===== config.mk =====
export PLATFORM = sky130hd
export DESIGN_NAME = exibe_sequencia
export DESIGN_NICKNAME = d
export VERILOG_FILES = /design/src/rtl/genius_pkg.sv /design/src/rtl/exibe_sequencia_contador_tempo.sv /design/src/rtl/exibe_sequencia.sv
export SDC_FILE = /design/constraint.sdc
export NUM_CORES = 1
export LEC_CHECK = 0
export CAP_MARGIN = 20
export CORE_AREA = 2 2 65 67
export CTS_BUF_LIST = sky130_fd_sc_hd__clkbuf_16
export CTS_CLUSTER_SIZE = 30
export DETAILED_ROUTE_END_ITERATION = 8
export DIE_AREA = 0 0 67 69
export PLACE_DENSITY_LB_ADDON = 0.12
export SLEW_MARGIN = 20
export SYNTH_ARGS = -nofsm -noshare
export SYNTH_HDL_FRONTEND = slang
export SYNTH_SLANG_ARGS = --single-unit
export TNS_END_PERCENT = 5

===== constraint.sdc =====
create_clock -name clock -period 3.1 [get_ports clock]
set_clock_uncertainty 0.1 [all_clocks]
set_input_delay 0.465 -clock clock [delete_from_list [all_inputs] [get_ports clock]]
set_output_delay 0.465 -clock clock [all_outputs]
set_load 0.02 [all_outputs]

===== src/rtl/genius_pkg.sv =====
// genius_pkg: shared state codes, difficulty encodings and shift helper for the Genius sequence blocks
package genius_pkg;
  localparam logic [3:0] EST_IDLE     = 4'd0;
  localparam logic [3:0] EST_ENDERECA = 4'd1;
  localparam logic [3:0] EST_LEITURA  = 4'd2;
  localparam logic [3:0] EST_ACENDE   = 4'd3;
  localparam logic [3:0] EST_APAGA    = 4'd4;
  localparam logic [3:0] EST_PROXIMO  = 4'd5;
  localparam logic [3:0] EST_FIM      = 4'd6;
  typedef enum logic [3:0] {
    IDLE     = EST_IDLE,
    ENDERECA = EST_ENDERECA,
    LEITURA  = EST_LEITURA,
    ACENDE   = EST_ACENDE,
    APAGA    = EST_APAGA,
    PROXIMO  = EST_PROXIMO,
    FIM      = EST_FIM
  } estado_t;
  localparam logic [1:0] NIVEL_LENTO  = 2'd0;
  localparam logic [1:0] NIVEL_MEDIO  = 2'd1;
  localparam logic [1:0] NIVEL_RAPIDO = 2'd2;
  // Shift applied to the base timings: min(nivel, 2); levels 2 and 3 are both "fast".
  function automatic logic [1:0] deslocamento(input logic [1:0] nivel);
    return (nivel >= NIVEL_RAPIDO) ? NIVEL_RAPIDO : ((nivel == NIVEL_MEDIO) ? NIVEL_MEDIO : NIVEL_LENTO);
  endfunction
endpackage


===== src/rtl/exibe_sequencia_contador_tempo.sv =====
// contador_tempo: loadable down-counter that stops at zero
//   clock, reset : clock, asynchronous active-high reset
//   carrega      : load valor (has priority over conta)
//   valor        : load value
//   conta        : decrement while nonzero
//   zero         : count is zero
module contador_tempo #(
  parameter int TIMER_W = 16
) (
  input  logic               clock,
  input  logic               reset,
  input  logic               carrega,
  input  logic [TIMER_W-1:0] valor,
  input  logic               conta,
  output logic               zero
);
  logic [TIMER_W-1:0] contagem;
  always_ff @(posedge clock or posedge reset)
    if (reset) contagem <= '0;
    else if (carrega) contagem <= valor;
    else if (conta && !zero) contagem <= contagem - TIMER_W'(1);
  assign zero = contagem == '0;
endmodule


===== src/rtl/exibe_sequencia.sv =====
// exibe_sequencia: plays RAM entries 0..rodada on the LEDs with difficulty-dependent on/off times
//   clock, reset : clock, asynchronous active-high reset
//   iniciar      : start request, sampled only in IDLE
//   cancela      : synchronous abort back to IDLE
//   rodada       : index of the last entry to show
//   nivel        : difficulty (0 slow, 1 medium, 2/3 fast)
//   mem_addr     : RAM read address; mem_data: RAM data, valid one cycle after mem_addr
//   leds         : pattern shown; ocupado: playback in progress; pronto: completion pulse
//   db_estado    : state code
//   Optional (EXIBE_SEQUENCIA_TOM_EN): tom = index of the lit LED, tom_en = one-hot pattern lit
module exibe_sequencia
  import genius_pkg::*;
#(
  parameter int ON_TICKS  = 1000,
  parameter int OFF_TICKS = 500,
  parameter int TIMER_W   = 16
) (
  input  logic       clock,
  input  logic       reset,
  input  logic       iniciar,
  input  logic       cancela,
  input  logic [3:0] rodada,
  input  logic [1:0] nivel,
  output logic [3:0] mem_addr,
  input  logic [3:0] mem_data,
  output logic [3:0] leds,
  output logic       ocupado,
  output logic       pronto,
`ifdef EXIBE_SEQUENCIA_TOM_EN
  output logic [1:0] tom,
  output logic [0:0] tom_en,
`endif
  output logic [3:0] db_estado
);
  localparam logic [TIMER_W-1:0] ON_BASE  = TIMER_W'(ON_TICKS);
  localparam logic [TIMER_W-1:0] OFF_BASE = TIMER_W'(OFF_TICKS);
  estado_t            estado;
  logic [3:0]         idx, rodadaReg, padrao;
  logic [1:0]         nivelReg;
  logic [TIMER_W-1:0] onBruto, offBruto, tOn, tOff, valor;
  logic               carrega, conta, zero;
  assign onBruto  = ON_BASE >> deslocamento(nivelReg);
  assign offBruto = OFF_BASE >> deslocamento(nivelReg);
  assign tOn      = (onBruto == '0) ? TIMER_W'(1) : onBruto;
  assign tOff     = (offBruto == '0) ? TIMER_W'(1) : offBruto;
  // The counter is loaded with length-1 on the cycle before each phase, so a phase
  // lasts exactly its length and ends on the cycle the counter reads zero.
  always_comb begin
    carrega = (estado == LEITURA) || (estado == ACENDE && zero);
    valor   = (estado == LEITURA) ? tOn - TIMER_W'(1) : tOff - TIMER_W'(1);
    conta   = (estado == ACENDE) || (estado == APAGA);
  end
  contador_tempo #(.TIMER_W(TIMER_W)) uTempo (
    .clock  (clock),
    .reset  (reset),
    .carrega(carrega),
    .valor  (valor),
    .conta  (conta),
    .zero   (zero)
  );
  always_ff @(posedge clock or posedge reset)
    if (reset) begin
      estado    <= IDLE;
      idx       <= '0;
      rodadaReg <= '0;
      nivelReg  <= NIVEL_LENTO;
      padrao    <= '0;
    end else if (cancela) begin
      estado <= IDLE;
    end else begin
      case (estado)
        IDLE: if (iniciar) begin
          estado    <= ENDERECA;
          idx       <= '0;
          rodadaReg <= rodada;
          nivelReg  <= nivel;
        end
        ENDERECA: estado <= LEITURA;
        LEITURA: begin
          padrao <= mem_data;
          estado <= ACENDE;
        end
        ACENDE:  if (zero) estado <= APAGA;
        APAGA:   if (zero) estado <= (idx == rodadaReg) ? FIM : PROXIMO;
        PROXIMO: begin
          idx    <= idx + 4'd1;
          estado <= ENDERECA;
        end
        FIM:     estado <= IDLE;
        default: estado <= IDLE;
      endcase
    end
  assign mem_addr  = idx;
  assign leds      = (estado == ACENDE) ? padrao : 4'd0;
  assign ocupado   = (estado != IDLE) && (estado != FIM);
  assign pronto    = estado == FIM;
  assign db_estado = estado;
`ifdef EXIBE_SEQUENCIA_TOM_EN
  logic umQuente;
  assign umQuente = (padrao != 4'd0) && ((padrao & (padrao - 4'd1)) == 4'd0);
  assign tom_en   = (estado == ACENDE) && umQuente;
  assign tom      = tom_en ? {padrao[3] | padrao[2], padrao[3] | padrao[1]} : 2'd0;
`endif
endmodule


Yosys cells after proc, flatten, opt, wreduce, memory -nomap -nowiden:

Cells that the tools add are included.
W data, S select, Z words.

* register bits: 34
* output and inout bits: 14
* input port bits: 14

* $lt $le $gt $ge: 1
* reduce and logical (&&, ||, !) cells: 17
* bitwise operators: 1
* equality and inequality tests: 13
* multiplexer cells: 16
* add/sub/neg operators: 4
* shift-type cells: 2

Operators by type and width (number)
* $mux W16: 5
* $logic_not A16 Y1: 3
* $sub A16 B1 Y16 const B: 3
* $mux W4: 6
* $pmux W4 S6: 1
* $shr A10 B2 Y16 const A: 1
* $shr A9 B2 Y16 const A: 1
* $eq A4 B3 Y1 const B: 3
* $reduce_and A3 Y1: 3
* $eq A4 B2 Y1 const B: 2
* $pmux W4 S2: 1
* $ne A3 B2 Y1 const B: 2
* $add A4 B1 Y4 const B: 1
* $eq A4 B1 Y1 const B: 1
* $eq A4 B4 Y1: 1
* $logic_not A4 Y1: 1
* $mux W2: 2
* $ne A4 B3 Y1 const B: 1
* $reduce_bool A2 Y1: 2
* $reduce_bool A4 Y1: 1
* $logic_and A1 B1 Y1: 3
* $ne A3 B3 Y1 const B: 1
* $eq A2 B1 Y1 const B: 1
* $ge A2 B2 Y1 const B: 1
* 6 further kinds: 7

Depth between registers and ports, before layout:

* depth after elaboration: 9
* mapped depth: 11
* gate-level depth less buffers: 10

Cells and area by module:

A second synthesis with hierarchy kept.

* cells, all modules: 222
* area total of the unflattened synthesis: 2078.2 um^2

Modules (own cells, without submodules)
* exibe_sequencia: cells each 107, area an instance 1084.8 um^2, seq. area each 425.4 um^2, instances 1
* contador_tempo: cells each 115, area an instance 993.5 um^2, seq. area each 400.4 um^2, instances 1

Worst setup path before layout:

No wires, ideal clock.

* kind: flip-flop to flip-flop
* from: register uTempo.contagem[4]
* to: register uTempo.contagem[14]
* clock period less this slack: 2814 ps
* cell stages (with the launch flop): 12
* path slack: 286 ps
* library setup time: 78 ps
* data arrival time: 2636 ps
* path buffers: 1
* cells stage by stage: dfrtp_1 nor4_4 nand4_2 clkbuf_1 o21ai_0 a21o_1 nand2_1 ha_1 o211ai_2 or4_4 or3_1 a21oi_1

* word-level cells in the longest chain between the ends: 4
* elaborated cells between the ends (all ways): 9
* classes of those cells: add/sub: 1; mux: 2; reduce/logical: 6

Ends and longest elaborated chain
* start, declared: line exibe_sequencia_contador_tempo.sv:17 `logic [TIMER_W-1:0] contagem;`
* start signal, assigned: line exibe_sequencia_contador_tempo.sv:20 `else if (carrega) contagem <= valor;`
* start signal, assigned: line exibe_sequencia_contador_tempo.sv:21 `else if (conta && !zero) contagem <= contagem - TIMER_W'(1);`
* branches (longest 4 deep; another with $sub A16 B1 Y16)

Several ways; the timed one is not identified. The select of a mux whose other input is x is not followed.
A chain may end at the register's enable or synchronous reset.

Worst setup path after layout:

* from: register estado[1] (netlist: db_estado[1])
* to: register uTempo.contagem[14]

* word-level cells in the longest chain between the ends: 4
* elaborated cells between the ends (all ways): 10
* classes of those cells: eq/ne: 3; mux: 2; reduce/logical: 5

Ends and longest elaborated chain
* start, declared: line exibe_sequencia.sv:37 `estado_t estado;`
* start signal, assigned: line exibe_sequencia.sv:84 `APAGA: if (zero) estado <= (idx == rodadaReg) ? FIM : PROXIMO;`
* $eq A4 B2 Y1 / $eq A4 B3 Y1 (equally long branches): line exibe_sequencia.sv:49, exibe_sequencia.sv:51
* $logic_and A1 B1 Y1 / $logic_or A1 B1 Y1 (equally long branches): line exibe_sequencia.sv:49, exibe_sequencia.sv:51
* $logic_or A1 B1 Y1 / $logic_and A1 B1 Y1 (equally long branches): line exibe_sequencia.sv:49, exibe_sequencia_contador_tempo.sv:21
* $mux W16 / $reduce_bool A2 Y1 (equally long branches)

Several ways; a longest one is shown, not always the timed one.

==> reports/results.tsv <==
stage	metric	value	unit
timing	slew_violations	0	
final_layout	finish.net_count	255	
timing	setup_viol	0	
synth	netlist_area	2018	um^2
timing	finalHoldViolCount	0	
timing	period_minus_slack	2898	ps
global_route	grt.overflow.total	0	
placement	gp_congestion	0.8658	
worst_setup_path	cp_cell_sequence	or4b_1 > nand2_1 > ha_2 > o211ai_2 > or4_4 > or3_1 > a21oi_1	
run_status	status	finished, final reports clean	
worst_setup_path	crit_slowest_cell	dfrtp_1	
routing	routedWlPerCell	16.65	um
placement	pre_cts_ws	181.2	ps
synth	syn-num-nets	224	
timing	slew_headroom	54.67	%
timing	grt_setup_unrepaired	no	
job	max-cap-violations	0	
routing	vias	1742	
pwr	leakage	0.9930	nW
final_layout	antenna_cells	0	
placement	dp_hpwl	3.628	mm
floorplan	rows	23	
final_layout	seq_area	825.8	um^2
worst_setup_path	critPathRequiredTime	3190	ps
routing	antenna_left	0	
worst_setup_path	cpPeakStageDelay	560	ps
routing	drc	0	
worst_hold_path	worstHoldStart	padrao[2]	
clock_network	cts_hold_buf	0	
clock_network	clockBufferDepth	2	
global_route	grt_use_total	23.14	%
clock_network	tritoncts	done	
worst_setup_path	worstSetupPathType	register to register	
floorplan	die_area	4623	um^2
synth	seq_area_frac_synth	40.92	%
global_route	grt_pass1_wl	8.252	mm
clock_network	cts_resized	0	
timing	worstMarginPinSlew	679.3	ps
final_layout	drive_above_1_share	16.67	%
timing	fmax	0.3451	GHz
worst_hold_path	min_path_type	register to register	
clock_network	clk_latency	270	ps
pwr	ir_worst_vdd	0.4221	mV
worst_setup_path	crit_arrival	2990	ps
final_layout	syn_to_final_growth	23.00	%
synth	ys_warn_count	0	
routing	routed_wl	4.828	mm
global_route	grt_pass1_vias	1772	
final_layout	fillers	340	
worst_setup_path	crit_path_end_kind	register	
worst_setup_path	critPathLaunch	db_estado[1]	
clock_network	cts_setup_buffers	0	
floorplan	die_w	67	um
routing	viasPerCell	6.007	
synth	ys.flop_type	dfrtp_1	
floorplan	initial_core_util	51.57	%
pwr	powerDensity	628.8	nW/um^2
worst_setup_path	start_kind	register	
worst_setup_path	crit_path_max_fanout	14	
placement	port_buffers	26	
synth	ys_seq_elements	33	
worst_setup_path	cpLargestDelayFamily	simple AND/OR/NAND/NOR gates	
synth	synthCells	208	
clock_network	clk_pin_slew	50	ps
synth	async_flop_share	100.0	%
floorplan	die_h	69	um
floorplan	io_pins	28	
global_route	grt_max_degree	19	
global_route	antenna_found_initial	0	
clock_network	cts_made_buffers	5	
timing	fin_crit_sh	93.48	%
timing	fin_tns_setup	0	ps
clock_network	cts_root_buf	clkbuf_16	
timing	finalWorstSetupSlack	202.2	ps
worst_setup_path	cp_num_buf_inv	0	
routing	drt_iter0_markers	86	
clock_network	htreeDepth	2	
worst_setup_path	rr_startpoint	db_estado[1]	
floorplan	design.core.area	3914	um^2
final_layout	multi_input_area	1125	um^2
routing	drt-pass1-iter-count	4	
clock_network	cts_sinks	33	
synth	ys_types	55	
synth	syn_avg_cell_area	9.703	um^2
synth	synth_edf_count	0	
==> per-layer routing <==
layer,vias up,global-route usage [%],share of wire (%)
met2,60,37.62,50
met4,0,7.710,1.8
met5,-,0,0
met3,10,5.057,5.0
li1,822,-,-
met1,850,30.04,43
==> sequential cells by signal, summed over array words and instances (netlist names) <==
register         count
rodadaReg            4
uTempo.contagem     16
nivelReg             2
mem_addr             4
padrao               4
db_estado            3
==> cell type report <==
type                    count  share of cell area, %
inverters                   5                 0.7560
flip-flops and latches     33                  33.27
well taps                  50                  2.520
clock buffers               5                  5.040
clock inverters             3                 0.5040
repair buffers             33                  12.60
multi-input cells         161                  45.31
==> power breakdown <==
part	leakage, nW	total, mW	switching [mW]	internal (mW)
Combinational	0.519	0.458	0.239	0.219
Clock	0.0687	0.459	0.169	0.290
Sequential	0.405	0.644	0.112	0.532
==> layout by cell type, fill, tap and decap left out, drive strengths merged, types with 4 or more instances in the layout <==
cell            n
mux2           12
dfrtp          33
nand2          16
clkinv          4
o211ai          4
a21oi           9
nor4            6
nand2b          4
o21ai          22
xnor2           9
nand4           5
nand3           5
nor3            4
nor2           19
buf             7
and3            5
inv             4
clkbuf          5
clkdlybuf4s50  26
xor2            4
==> logic make-up (layout without fill, tap and decap cells) <==
logic type               after synthesis  after routing  synth area share [%]
XOR/XNOR                              13             13                 5.642
AND/OR/NAND/NOR                       79             79                 22.26
multiplexers                          14             14                 7.688
buffers and inverters                 14             46                 3.595
flip-flops                            33             33                 40.92
other                                  1              1                0.1858
adder cells (fa/ha/maj)                2              2                 1.240
AO/OA/AOI/OAI                         52             52                 18.48
==> cells in the mapped netlist, drive strengths merged (5+ instances only) <==
library cell	instances	area, um^2
a21oi	9	48.80
nand4	5	37.53
xnor2	9	78.83
dfrtp	33	825.8
nand2	16	60.06
mux2	12	135.1
nor4	6	65.06
o21ai	22	110.1
and3	5	31.28
clkbuf	5	18.77
nor2	19	71.32
nand3	5	25.02
==> stage by stage <==
step	instances	hold WS [ps]	instance area (um^2)	total power, mW	util (%)
finish	290	403.3	2482	1.561	63.43
global route	290	424.6	2482	1.652	63.43
CTS	290	406.1	2477	1.562	63.30
detailed placement	282	394.4	2340	1.097	59.78
global placement	282	388.8	2340	1.079	59.78
floorplan	208	372.2	2018	0.9673	-
==> final timing paths <==
kind	slack, ps	endpoint	depth (start not counted)
setup / recovery	200	uTempo.contagem[14]	7
hold / removal	400	padrao[2]	1
setup reg to reg	200	uTempo.contagem[14]	7
hold reg to reg	400	padrao[2]	1
max in group asynchronous	1740	db_estado[1]	3
min in group asynchronous	490	uTempo.contagem[13]	2
No activity file was read; power rests on OpenSTA's default activity.
